$ cat src/rtl/cdc_fifo_read_drain_if.sv
// FIFO read port plus downstream valid/ready stream used by cdc_fifo_read_drain.
// The drain is the master: it drives the pop request and the outgoing stream.
interface cdc_fifo_read_drain_if #(
  parameter int DATA_WIDTH = 8
);
  logic                  fifo_empty;
  logic [DATA_WIDTH-1:0] fifo_read_data;
  logic                  fifo_read_enable;
  logic [DATA_WIDTH-1:0] out_data;
  logic                  out_valid;
  logic                  out_ready;

  modport master (
    input  fifo_empty, fifo_read_data, out_ready,
    output fifo_read_enable, out_data, out_valid
  );

  modport slave (
    output fifo_empty, fifo_read_data, out_ready,
    input  fifo_read_enable, out_data, out_valid
  );
endinterface

$ cat src/rtl/cdc_fifo_read_drain.sv
// Read-side consumer for cdc_fifo: pops words, absorbs the 1-cycle read latency in a
// 2-entry skid buffer, streams them out, and supports a drain-and-discard flush.
module cdc_fifo_read_drain #(
  parameter int DATA_WIDTH = 8,
  parameter int CNT_WIDTH  = 16,
  parameter int DROP_WIDTH = 8
) (
  input  logic                  read_clk,
  input  logic                  read_rst,
  input  logic                  enable,
  input  logic                  flush,
  cdc_fifo_read_drain_if.master bus,
  output logic                  flush_done,
  output logic                  busy,
  output logic [CNT_WIDTH-1:0]  word_count,
  output logic [DROP_WIDTH-1:0] drop_count
);
  typedef enum logic [1:0] {IDLE, STREAM, FLUSH} state_t;

  state_t                state_q;
  logic [DATA_WIDTH-1:0] skid_q [2];
  logic                  rd_ptr_q;
  logic                  wr_ptr_q;
  logic [1:0]            occ_q;
  logic                  inflight_q;
  logic                  flush_done_q;
  logic [CNT_WIDTH-1:0]  word_count_q;
  logic [DROP_WIDTH-1:0] drop_count_q;

  logic                  in_flush;
  logic                  flush_req;
  logic                  out_valid;
  logic                  pop;
  logic                  issue;
  logic [2:0]            pending;
  logic [1:0]            drop_n;
  logic [DROP_WIDTH:0]   drop_sum;
  logic [DROP_WIDTH-1:0] drop_count_d;

  assign in_flush  = (state_q == FLUSH);
  assign flush_req = !in_flush && flush;
  // A flush request wins over a handshake in the same cycle, so hide the head word.
  assign out_valid = !in_flush && !flush && (occ_q != 2'd0);
  assign pop       = out_valid && bus.out_ready;
  assign pending   = {1'b0, occ_q} + {2'b00, inflight_q} - {2'b00, pop};

  always_comb begin
    issue = 1'b0;
    if (read_rst) begin
      issue = 1'b0;
    end else if (in_flush) begin
      issue = !bus.fifo_empty;
    end else begin
      issue = enable && !bus.fifo_empty && !flush && (pending < 3'd2);
    end
  end

  always_comb begin
    drop_n = 2'd0;
    if (flush_req) begin
      drop_n = occ_q + {1'b0, inflight_q};
    end else if (in_flush) begin
      drop_n = {1'b0, inflight_q};
    end
  end

  assign drop_sum     = {1'b0, drop_count_q} + {{(DROP_WIDTH-1){1'b0}}, drop_n};
  assign drop_count_d = drop_sum[DROP_WIDTH] ? {DROP_WIDTH{1'b1}} : drop_sum[DROP_WIDTH-1:0];

  always_ff @(posedge read_clk) begin
    if (read_rst) begin
      state_q      <= IDLE;
      skid_q[0]    <= '0;
      skid_q[1]    <= '0;
      rd_ptr_q     <= 1'b0;
      wr_ptr_q     <= 1'b0;
      occ_q        <= 2'd0;
      inflight_q   <= 1'b0;
      flush_done_q <= 1'b0;
      word_count_q <= '0;
      drop_count_q <= '0;
    end else begin
      flush_done_q <= 1'b0;
      drop_count_q <= drop_count_d;
      inflight_q   <= issue;
      if (pop) begin
        word_count_q <= word_count_q + 1'b1;
      end
      case (state_q)
        IDLE, STREAM: begin
          if (flush) begin
            state_q  <= FLUSH;
            occ_q    <= 2'd0;
            rd_ptr_q <= 1'b0;
            wr_ptr_q <= 1'b0;
          end else begin
            if (inflight_q) begin
              skid_q[wr_ptr_q] <= bus.fifo_read_data;
              wr_ptr_q         <= ~wr_ptr_q;
            end
            if (pop) begin
              rd_ptr_q <= ~rd_ptr_q;
            end
            occ_q <= pending[1:0];
            if (issue) begin
              state_q <= STREAM;
            end else if ((occ_q == 2'd0) && !inflight_q) begin
              state_q <= IDLE;
            end
          end
        end
        FLUSH: begin
          if (bus.fifo_empty && !inflight_q) begin
            flush_done_q <= 1'b1;
            state_q      <= IDLE;
          end
        end
        default: state_q <= IDLE;
      endcase
    end
  end

  assign bus.fifo_read_enable = issue;
  assign bus.out_valid        = out_valid;
  assign bus.out_data         = out_valid ? skid_q[rd_ptr_q] : '0;
  assign flush_done           = flush_done_q;
  assign busy                 = (state_q != IDLE);
  assign word_count           = word_count_q;
  assign drop_count           = drop_count_q;
endmodule
$ cat src/flat_wrapper.sv
// flat-port wrapper written by rule: the top's interface ports become plain ports
module cdc_fifo_read_drain_flat 
#(
  parameter int DATA_WIDTH = 8,
  parameter int CNT_WIDTH  = 16,
  parameter int DROP_WIDTH = 8
)
  (read_clk, read_rst, enable, flush, flush_done, busy, word_count, drop_count, bus_fifo_empty, bus_fifo_read_data, bus_out_ready, bus_fifo_read_enable, bus_out_data, bus_out_valid);
  cdc_fifo_read_drain_if #(.DATA_WIDTH(DATA_WIDTH)) bus_i ();
  input  logic read_clk;
  input  logic read_rst;
  input  logic enable;
  input  logic flush;
  output logic flush_done;
  output logic busy;
  output logic [CNT_WIDTH-1:0] word_count;
  output logic [DROP_WIDTH-1:0] drop_count;
  input wire logic [$bits(bus_i.fifo_empty)-1:0] bus_fifo_empty;
  input wire logic [$bits(bus_i.fifo_read_data)-1:0] bus_fifo_read_data;
  input wire logic [$bits(bus_i.out_ready)-1:0] bus_out_ready;
  output wire logic [$bits(bus_i.fifo_read_enable)-1:0] bus_fifo_read_enable;
  output wire logic [$bits(bus_i.out_data)-1:0] bus_out_data;
  output wire logic [$bits(bus_i.out_valid)-1:0] bus_out_valid;
  assign bus_i.fifo_empty = bus_fifo_empty;
  assign bus_i.fifo_read_data = bus_fifo_read_data;
  assign bus_i.out_ready = bus_out_ready;
  assign bus_fifo_read_enable = bus_i.fifo_read_enable;
  assign bus_out_data = bus_i.out_data;
  assign bus_out_valid = bus_i.out_valid;
  cdc_fifo_read_drain #(.DATA_WIDTH(DATA_WIDTH), .CNT_WIDTH(CNT_WIDTH), .DROP_WIDTH(DROP_WIDTH)) u_core (.read_clk(read_clk), .read_rst(read_rst), .enable(enable), .flush(flush), .bus(bus_i), .flush_done(flush_done), .busy(busy), .word_count(word_count), .drop_count(drop_count));
endmodule
$ cat config.mk
export PLATFORM = sky130hd
export DESIGN_NAME = cdc_fifo_read_drain_flat
export DESIGN_NICKNAME = d
export VERILOG_FILES = /design/src/rtl/cdc_fifo_read_drain_if.sv /design/src/rtl/cdc_fifo_read_drain.sv /design/src/flat_wrapper.sv
export SDC_FILE = /design/constraint.sdc
export NUM_CORES = 1
export LEC_CHECK = 0
export ABC_AREA = 1
export BUFFER_PORTS_ARGS = -buffer_cell sky130_fd_sc_hd__buf_2
export CAP_MARGIN = 20
export CORE_MARGIN = 3
export CORE_UTILIZATION = 55
export CTS_CLUSTER_SIZE = 20
export DETAILED_ROUTE_END_ITERATION = 8
export PLACE_DENSITY = 0.8
export SLEW_MARGIN = 10
export SYNTH_ARGS = -nofsm -noshare
export SYNTH_HDL_FRONTEND = slang
export SYNTH_SLANG_ARGS = --single-unit
$ cat constraint.sdc
create_clock -name read_clk -period 3.3 [get_ports read_clk]
set_input_delay 0.165 -clock read_clk [delete_from_list [all_inputs] [get_ports read_clk]]
set_output_delay 0.165 -clock read_clk [all_outputs]
set_load 0.05 [all_outputs]
======== After elaboration in Yosys (flattened, before gate mapping) ========
Memories as Yosys holds them, arrays and structs flattened. A register that Yosys moved wholly into a read port is not among the register bits.
Cells that the tools add are included.
cells by class
  add/subtract/negate cells ............... 5
  $lt $le $gt $ge ......................... 1
  equal/unequal tests ..................... 4
  muxes and demuxes ....................... 29
  bitwise logic cells ..................... 3
  reductions and logical operators ........ 25
operators with widths
  kind                                                                          number
  8-bit 2-to-1 mux                                                              3
  1-bit 2-to-1 mux                                                              19
  16-bit by 1-bit adder with 16-bit output, second input constant               1
  2-bit 2-to-1 mux                                                              6
  8-bit by 2-bit adder with 9-bit output                                        1
  1-bit logical AND                                                             9
  2-bit nonzero test                                                            4
  8-bit OR reduction                                                            1
  2-bit AND reduction                                                           3
  1-bit logical NOT                                                             4
  2-bit logical NOT                                                             2
  4-bit by 3-bit != test with 1-bit output, second input constant               1
  2-bit case mux with 2 select lines                                            1
  2-bit OR reduction                                                            2
  2-bit by 1-bit adder with 3-bit output                                        1
  3-bit by 2-bit less-than comparator with 1-bit output, second input constant  1
  1-bit NOT                                                                     3
  3-bit by 1-bit subtractor with 3-bit output                                   1
  2-bit by 1-bit adder with 2-bit output                                        1
  2-bit by 1-bit == test with 1-bit output, second input constant               1
  2-bit == test, second input constant                                          1
  2-bit != test, second input constant                                          1
word-level totals
  register bits ........................... 32
  RAM bits ................................ 16
  output and inout port bits .............. 36
  word-level logic and storage cells ...... 76
  memories kept ........................... 1
memories
  name           depth  bits a word  read ports  clocked after memory_dff  wr ports  RTL line                   source
  u_core.skid_q  2      8            1           1                         2         cdc_fifo_read_drain.sv:21  logic [DATA_WIDTH-1:0] skid_q [2];

======== Logic depth before layout (Yosys ltp) ========
Gate-level depths: netlist of run 1.
  depth after elaboration ................. 13
  depth in mapped cells ................... 16
  mapped depth without buffers ............ 16

======== Least setup slack after synthesis of run 1 ========
OpenSTA, ideal clock, no wires.
  kind .................................... reg2reg
  from .................................... reg u_core.occ_q[1]
  to ...................................... reg u_core.state_q[0]
  setup time .............................. 60 ps
  arrival ................................. 2,772 ps
  data required time ...................... 3,240 ps
  path slack .............................. 469 ps
  stages on the path, launching flop included .. 17
  buffers on the path ..................... 1
  period minus slack after synthesis ...... 2,831 ps
  cell sequence ........................... dfxtp_1 > nor2_2 > clkinv_2 > nand3_4 > nor2_8 > buf_8 > ha_1 > inv_1 > ha_1 > inv_1 > fa_1 > nand3_1 > o21ai_0 > nand3_1 > inv_1 > nand2_1 > nand2_1
on the way
  word-level cells in the longest chain between the ends .. 11
  elaborated cells between the ends (all ways) .. 16
  those cells by class .................... add/sub: 2; order compare: 1; eq/ne: 1; mux: 5; reduce/logical: 7
RTL lines
  what                                                       RTL line                    source
  start: declaration                                         cdc_fifo_read_drain.sv:24   logic [1:0] occ_q;
  start signal: assignment                                   cdc_fifo_read_drain.sv:104  occ_q <= pending[1:0];
  2-bit nonzero test (*)                                     cdc_fifo_read_drain.sv:43   assign out_valid = !in_flush && !flush && (occ_q != 2'd0);
  1-bit logical AND (*)                                      cdc_fifo_read_drain.sv:43
  1-bit logical AND (*)                                      cdc_fifo_read_drain.sv:44   assign pop = out_valid && bus.out_ready;
  via u_core.pop                                             cdc_fifo_read_drain.sv:33   logic pop;
  3-bit by 1-bit subtractor with 3-bit output (*)            cdc_fifo_read_drain.sv:45   assign pending = {1'b0, occ_q} + {2'b00, inflight_q} - {2'b00, pop};
  3-bit by 2-bit less-than comparator with 1-bit output (*)  cdc_fifo_read_drain.sv:54   issue = enable && !bus.fifo_empty && !flush && (pending < 3'd2);
  1-bit logical AND (*)                                      cdc_fifo_read_drain.sv:54
  1-bit 2-to-1 mux (*)                                       cdc_fifo_read_drain.sv:51   end else if (in_flush) begin
  1-bit 2-to-1 mux (*)                                       cdc_fifo_read_drain.sv:49   if (read_rst) begin
  via bus_fifo_read_enable                                   flat_wrapper.sv:21          output wire logic [$bits(bus_i.fifo_read_enable)-1:0] bus_fifo_read_enable;
  2-bit 2-to-1 mux                                           cdc_fifo_read_drain.sv:105  if (issue) begin
  2-bit 2-to-1 mux                                           cdc_fifo_read_drain.sv:91   if (flush) begin
  2-bit case mux with 2 select lines                         cdc_fifo_read_drain.sv:89   case (state_q)
  end signal: assignment                                     cdc_fifo_read_drain.sv:92   state_q <= FLUSH;
  end signal: assignment                                     cdc_fifo_read_drain.sv:106  state_q <= STREAM;
  end signal: assignment                                     cdc_fifo_read_drain.sv:108  state_q <= IDLE;
  end: declaration                                           cdc_fifo_read_drain.sv:20   state_t state_q;
The timed path passes the listed nets; every way through them passes the cells marked *.
A chain may end at the register's enable or synchronous reset.

======== Final worst setup path of run 1 ========
  from .................................... reg u_core.occ_q[1]
  to ...................................... out bus_fifo_read_enable
on the way
  word-level cells in the longest chain between the ends .. 8
  elaborated cells between the ends (all ways) .. 9
  those cells by class .................... add/sub: 2; order compare: 1; mux: 2; reduce/logical: 4
RTL lines
  what                                                                                            RTL line
  parallel branches: the longest is 3 deep, another holds 2-bit by 1-bit adder with 3-bit output  n/a
  3-bit by 1-bit subtractor with 3-bit output (*)                                                 cdc_fifo_read_drain.sv:45
  3-bit by 2-bit less-than comparator with 1-bit output (*)                                       cdc_fifo_read_drain.sv:54
  1-bit logical AND (*)                                                                           cdc_fifo_read_drain.sv:54
  1-bit 2-to-1 mux (*)                                                                            cdc_fifo_read_drain.sv:51
  1-bit 2-to-1 mux (*)                                                                            cdc_fifo_read_drain.sv:49
  end: declaration                                                                                flat_wrapper.sv:21
Mark *: on every way between the ends.

==> results of run 1 <==
[through the flow]
step,instances,area (um^2)
floorplan,337,2530
global placement,433,2800
detailed placement,433,2800
CTS,441,2900
global route,441,2900
finish,441,2900
[cell type report]
| cell class | instances | share of cell area |
|---|---|---|
| inverter | 48 | 0.0634 |
| multi-input combinational | 234 | 0.400 |
| timing repair buffer | 50 | 0.0871 |
| clock inverter | 3 | 0.00863 |
| sequential | 49 | 0.394 |
| clock buffer | 5 | 0.0237 |
| tap | 52 | 0.0224 |
[cells in the final DEF, fill, tap and decap left out, types with 14 or more instances in the layout]
| master | count |
|---|---|
| o21ai_0 | 14 |
| a21oi_1 | 30 |
| nand2_1 | 92 |
| nand3_1 | 14 |
| edfxtp_1 | 16 |
| buf_2 | 49 |
| inv_1 | 45 |
| nor2_1 | 47 |
| dfxtp_1 | 31 |
[worst max path at each step]
stage                               start                    to  slack (ps)  depth (start not counted)
after global routing      u_core.occ_q[1]  bus_fifo_read_enable          20                         14
final                     u_core.occ_q[1]  bus_fifo_read_enable         260                         14
after global placement    u_core.occ_q[1]  bus_fifo_read_enable         610                         14
after CTS                 u_core.occ_q[1]  bus_fifo_read_enable         200                         14
after detailed placement  u_core.occ_q[1]  bus_fifo_read_enable         570                         14
after floorplan           u_core.occ_q[1]     u_core.state_q[0]         470                         16
[cells by family (layout without fill, tap and decap cells)]
family	count (synthesis)	count (layout)	synth area share
adder cells (fa/ha/maj)	8	8	0.0455
flip-flops	49	49	0.451
AO/OA/AOI/OAI	49	49	0.103
AND/OR/NAND/NOR	173	173	0.296
XOR/XNOR	4	4	0.0139
buffers and inverters	54	106	0.0900
[routing by layer]
metal | global-route usage | up-vias
li1 | - | 1176
met1 | 0.253 | 1028
met2 | 0.338 | 67
met3 | 0.0451 | 6
met4 | 0.0604 | 0
met5 | 0 | -
[tightest hold or removal path, stage by stage]
cell,delay (ps)
buf_2,100
inv_1,70
nor4_1,50
[flip-flops by register name, indices dropped and copies added (netlist names), named ones only]
| name | cells |
|---|---|
| u_core.rd_ptr_q | 1 |
| u_core.occ_q | 2 |
| u_core.word_count | 16 |
| u_core.inflight_q | 1 |
| u_core.flush_done | 1 |
| u_core.skid_q | 16 |
| u_core.drop_count | 8 |
| u_core.wr_ptr_q | 1 |
| u_core.state_q | 2 |
[power by group through the flow]
stage,clock network (uW),logic (uW),registers (uW)
6_report,373,75.4,640
3_5_place_dp,0,75.6,654
3_3_place_gp,0,73.6,653
4_1_cts,383,76.0,640
5_1_grt,396,84.2,641
2_1_floorplan,0,48.1,658
==> flow_summary.yaml, run 1 <==
power:
  intPower_uw: 807
  peakVddDrop_v: 0.000203
  clock_power_share: 0.343
  power_switching_uw: 282
  seq_power_share: 0.588
  power_density_nw_per_um2: 375
  cellLeakagePower_uw: 0.00132
  power_frac_comb: 0.069
  swShare: 0.259
  total_power_uw: 1090
clock_network:
  cts_resized: 0
  cts.htree.levels: 2
  cts_setup_buffers: 0
  cts-root-buf: "clkbuf_8"
  cts_buffers: 5
  cts_tree: "built"
  cts_num_sinks: 49
  clk_latency_ps: 310
  clock_path_buffers: 2
  holdBufCountCts: 0
  path_clk_slew_ps: 100
routing:
  vias: 2277
  routed_wl_um: 5350
  met2_length_um: 2540
  top_layer: "met4"
  met3_length_um: 321
  wire_per_inst_um: 12.1
  drt_first_pass_iters: 4
  drt-met1-wl_um: 2440
  drtIter0Drc: 170
  route.detailed.drc: 0
  via_per_inst: 5.16
  postRouteAntennaNets: 0
sta:
  slew_viol_final: 0
  hold_viol: 0
  timing.setup.tns_ps: 0
  fin_ws_ps: 257
  worst-slew-pin-transition_ps: 490
  period_minus_slack_ps: 3040
  fin_crit_sh: 0.922
  relSlewSlack: 0.672
  clock_skew_ps: 12.6
  whs_ps: 118
  setup_violations: 0
  max_freq_ghz: 0.329
  rsz0062_at_grt: "false"
synthesis:
  syn_avg_cell_area_um2: 7.51
  netlist_top_cells_count: "nand2_1, nor2_1, inv_1"
  synthCells: 337
  synth_top_area_cell: "dfxtp_1"
  ys_seq_area_frac: 0.451
  ys_types: 36
  synth_area_leaders: "dfxtp_1, edfxtp_1, nand2_1"
  ys_warn_count: 0
  ys_ff_latch: 49
  synth-edff-count: 16
  synth_top_area_frac: 0.261
  synth_most_common_cell: "nand2_1"
  syn_area_um2: 2530
  synth_flop_cell: "dfxtp_1"
  syn_nets: 359
  async_reset_ff_frac: 0
die:
  dieWidth_um: 73.8
  core_area_um2: 4380
  die_h_um: 73.8
  initial_core_util: 0.577
  die_area_um2: 5450
  num_io_pins: 50
  num_rows: 24
critical_path:
  cp_cell_sequence: "nor2_2 > clkinv_2 > nand3_4 > nor2_8 > ha_1 > inv_1 > ha_1 > inv_1 > fa_1 > nand3_1 > o21ai_0 > nand3_1 > inv_1 > buf_2"
  regToRegEndpoint: "u_core.drop_count[3]"
  cp.required_ps: 3130
  cp.arrival_ps: 2880
  crit_top_cell: "inv_1"
  worstPathMaxFanout: 10
  rrSetupSlack_ps: 710
  crit_path_end_kind: "output pin"
  critPathTopFamily: "adder cells"
  critPathMaxStageDelay_ps: 530
  path_class: "flop to output pin"
  slowest_stage: "fa_1"
  startpoint_type: "flop"
  cp_num_buf_inv: 5
  rr_startpoint: "u_core.inflight_q"
  r2r_cells: 13
hold_path:
  hold_end: "u_core.flush_done"
  hold_start: "bus_fifo_empty"
  hold_path_class: "input pin to flop"
  holdPathStages: 3
global_routing:
  grt_pass1_vias: 1951
  grt.total_usage: 0.200
  grt_first_pass_wirelength_um: 8470
  antenna_found_initial: 0
  overflow: 0
  grt_start_max_net_pins: 20
finish:
  layout-drive-gt1-share: 0.190
  regArea_um2: 1140
  nFillCells: 401
  diodes: 0
  final_util: 0.662
  multi_input_area_um2: 1160
  areaGrowthSynthToFinish_pct: 14.6
  nets: 410
placement:
  preCtsSetupSlack_ps: 568
  dpl.hpwl_um: 3900
  portBuffers: 49
  globalplace.congestion: 0.874
job:
  drv_cap: 0
run_status:
  outcome: "completed"
No activity file was read; power rests on OpenSTA's default activity.
==> inputs of run 2 (changes only) <==
BUFFER_PORTS_ARGS = -buffer_cell sky130_fd_sc_hd__buf_4   (was -buffer_cell sky130_fd_sc_hd__buf_2)
==> run 2 against run 1 <==
  * Sequential share of layout area decreased by 1.6 points
  * Flip-flop and latch count unchanged
  * Via count decreased by 0.13%
  * Fmax increased by 3.0%
  * Critical path depth decreased by 1
  * Highest routed layer unchanged
  * Clock skew decreased by 6.1 ps
  * Total power decreased by 0.27%
  * Global-route usage increased by 0.41 points
  * Final area increased by 4.1%
==> flow_summary.yaml, run 2 (synthesis results as in run 1) <==
run_status:
  outcome: "completed"
routing:
  drt_first_pass_iters: 4
  vias: 2274
  route.detailed.drc: 0
  drtIter0Drc: 108
  routed_wl_um: 5260
  postRouteAntennaNets: 0
  via_per_inst: 5.16
  wire_per_inst_um: 11.9
clock_network:
  cts_num_sinks: 49
  cts_setup_buffers: 0
  holdBufCountCts: 0
  cts_tree: "built"
  cts-root-buf: "clkbuf_8"
  cts_buffers: 5
  cts.htree.levels: 2
  clk_latency_ps: 310
  clock_path_buffers: 2
  cts_resized: 0
  path_clk_slew_ps: 100
finish:
  final_util: 0.688
  mostFrequentLayoutCell: "nand2_1"
  diodes: 0
  areaGrowthSynthToFinish_pct: 19.3
  nFillCells: 390
  nets: 410
  final_cell_mix: "nand2_1, buf_4, nor2_1"
  layout-drive-gt1-share: 0.188
global_routing:
  grt.total_usage: 0.204
  grt_first_pass_wirelength_um: 8640
  antenna_found_initial: 0
  grt_start_max_net_pins: 20
  overflow: 0
  grt_pass1_vias: 1948
critical_path:
  path_class: "flop to output pin"
  cp.required_ps: 3130
  worstPathMaxFanout: 10
  crit_path_end_kind: "output pin"
  cp.arrival_ps: 2790
  startpoint_type: "flop"
sta:
  worst-slew-pin-transition_ps: 505
  relSlewSlack: 0.661
  timing.setup.tns_ps: 0
  fin_ws_ps: 347
  rsz0062_at_grt: "false"
  max_freq_ghz: 0.339
  whs_ps: 135
  clock_skew_ps: 6.47
  period_minus_slack_ps: 2950
  setup_violations: 0
  fin_crit_sh: 0.895
  hold_viol: 0
  slew_viol_final: 0
hold_path:
  hold_path_class: "input pin to flop"
power:
  power_density_nw_per_um2: 360
  peakVddDrop_v: 0.000247
  cellLeakagePower_uw: 0.00132
placement:
  preCtsSetupSlack_ps: 650
  dpl.hpwl_um: 3830
  globalplace.congestion: 0.871
  portBuffers: 49
die:
  dieWidth_um: 73.8
  die_h_um: 73.8
  die_area_um2: 5450
  core_area_um2: 4380
  num_io_pins: 50
  initial_core_util: 0.577
  num_rows: 24
job:
  drv_cap: 0
==> run 2: cell count changes in the layout (fill, tap and decap cells not counted) <==
cell	before	now
buf_2	49	0
buf_4	1	50
clkinv_2	1	2
clkinv_4	1	0
dfxtp_1	31	32
dfxtp_2	2	1
==> run 2: final timing paths <==
kind	start	end	slack, ps	depth (start not counted)
worst max-delay path	u_core.state_q[1]	bus_fifo_read_enable	350	13
worst min register to register	u_core.word_count[15]	u_core.word_count[15]	500	2
worst max register to register	u_core.inflight_q	u_core.drop_count[3]	740	13
worst min-delay path	bus_fifo_empty	u_core.flush_done	140	3
==> run 2: critical path, cell delays in order, from the launching register on <==
cell and delay (ps):
dfxtp_1 440, nand2_2 130, nand3_4 190, nor2_8 40
ha_1 280, inv_1 50, ha_1 130, inv_1 50
fa_1 520, nand3_1 80, o21ai_0 160, nand3_1 120
inv_1 100, buf_4 190
==> run 2: power by group <==
part	internal, uW	leakage, uW	total (uW)	switching [uW]
sequential	633	0.000432	640	6.68
clock	151	0.0000445	364	213
combinational	26.9	0.000847	81.9	55.0
total	811	0.00132	1090	275
==> run 2: area by class of cell <==
type | count | area (um^2) | area share
inverter | 48 | 184 | 0.0609
timing repair buffer | 50 | 375 | 0.124
tap | 52 | 65.1 | 0.0216
sequential | 49 | 1140 | 0.379
clock buffer | 5 | 68.8 | 0.0228
clock inverter | 3 | 21.3 | 0.00705
multi-input combinational | 234 | 1160 | 0.385
==> run 2: through the flow <==
stage,cells,power (uW),instance area [um^2]
global route,441,1130,3020
global placement,433,734,2930
detailed placement,433,735,2930
finish,441,1090,3020
CTS,441,1090,3020
floorplan,337,706,2530
==> run 2: layer usage <==
layer / share of wire / vias to the layer above / global-route usage
met3: 0.062 / 7 / 0.0451
met2: 0.47 / 59 / 0.343
met1: 0.45 / 1031 / 0.258
met4: 0.013 / 0 / 0.0664
met5: 0 / - / 0
li1: - / 1177 / -
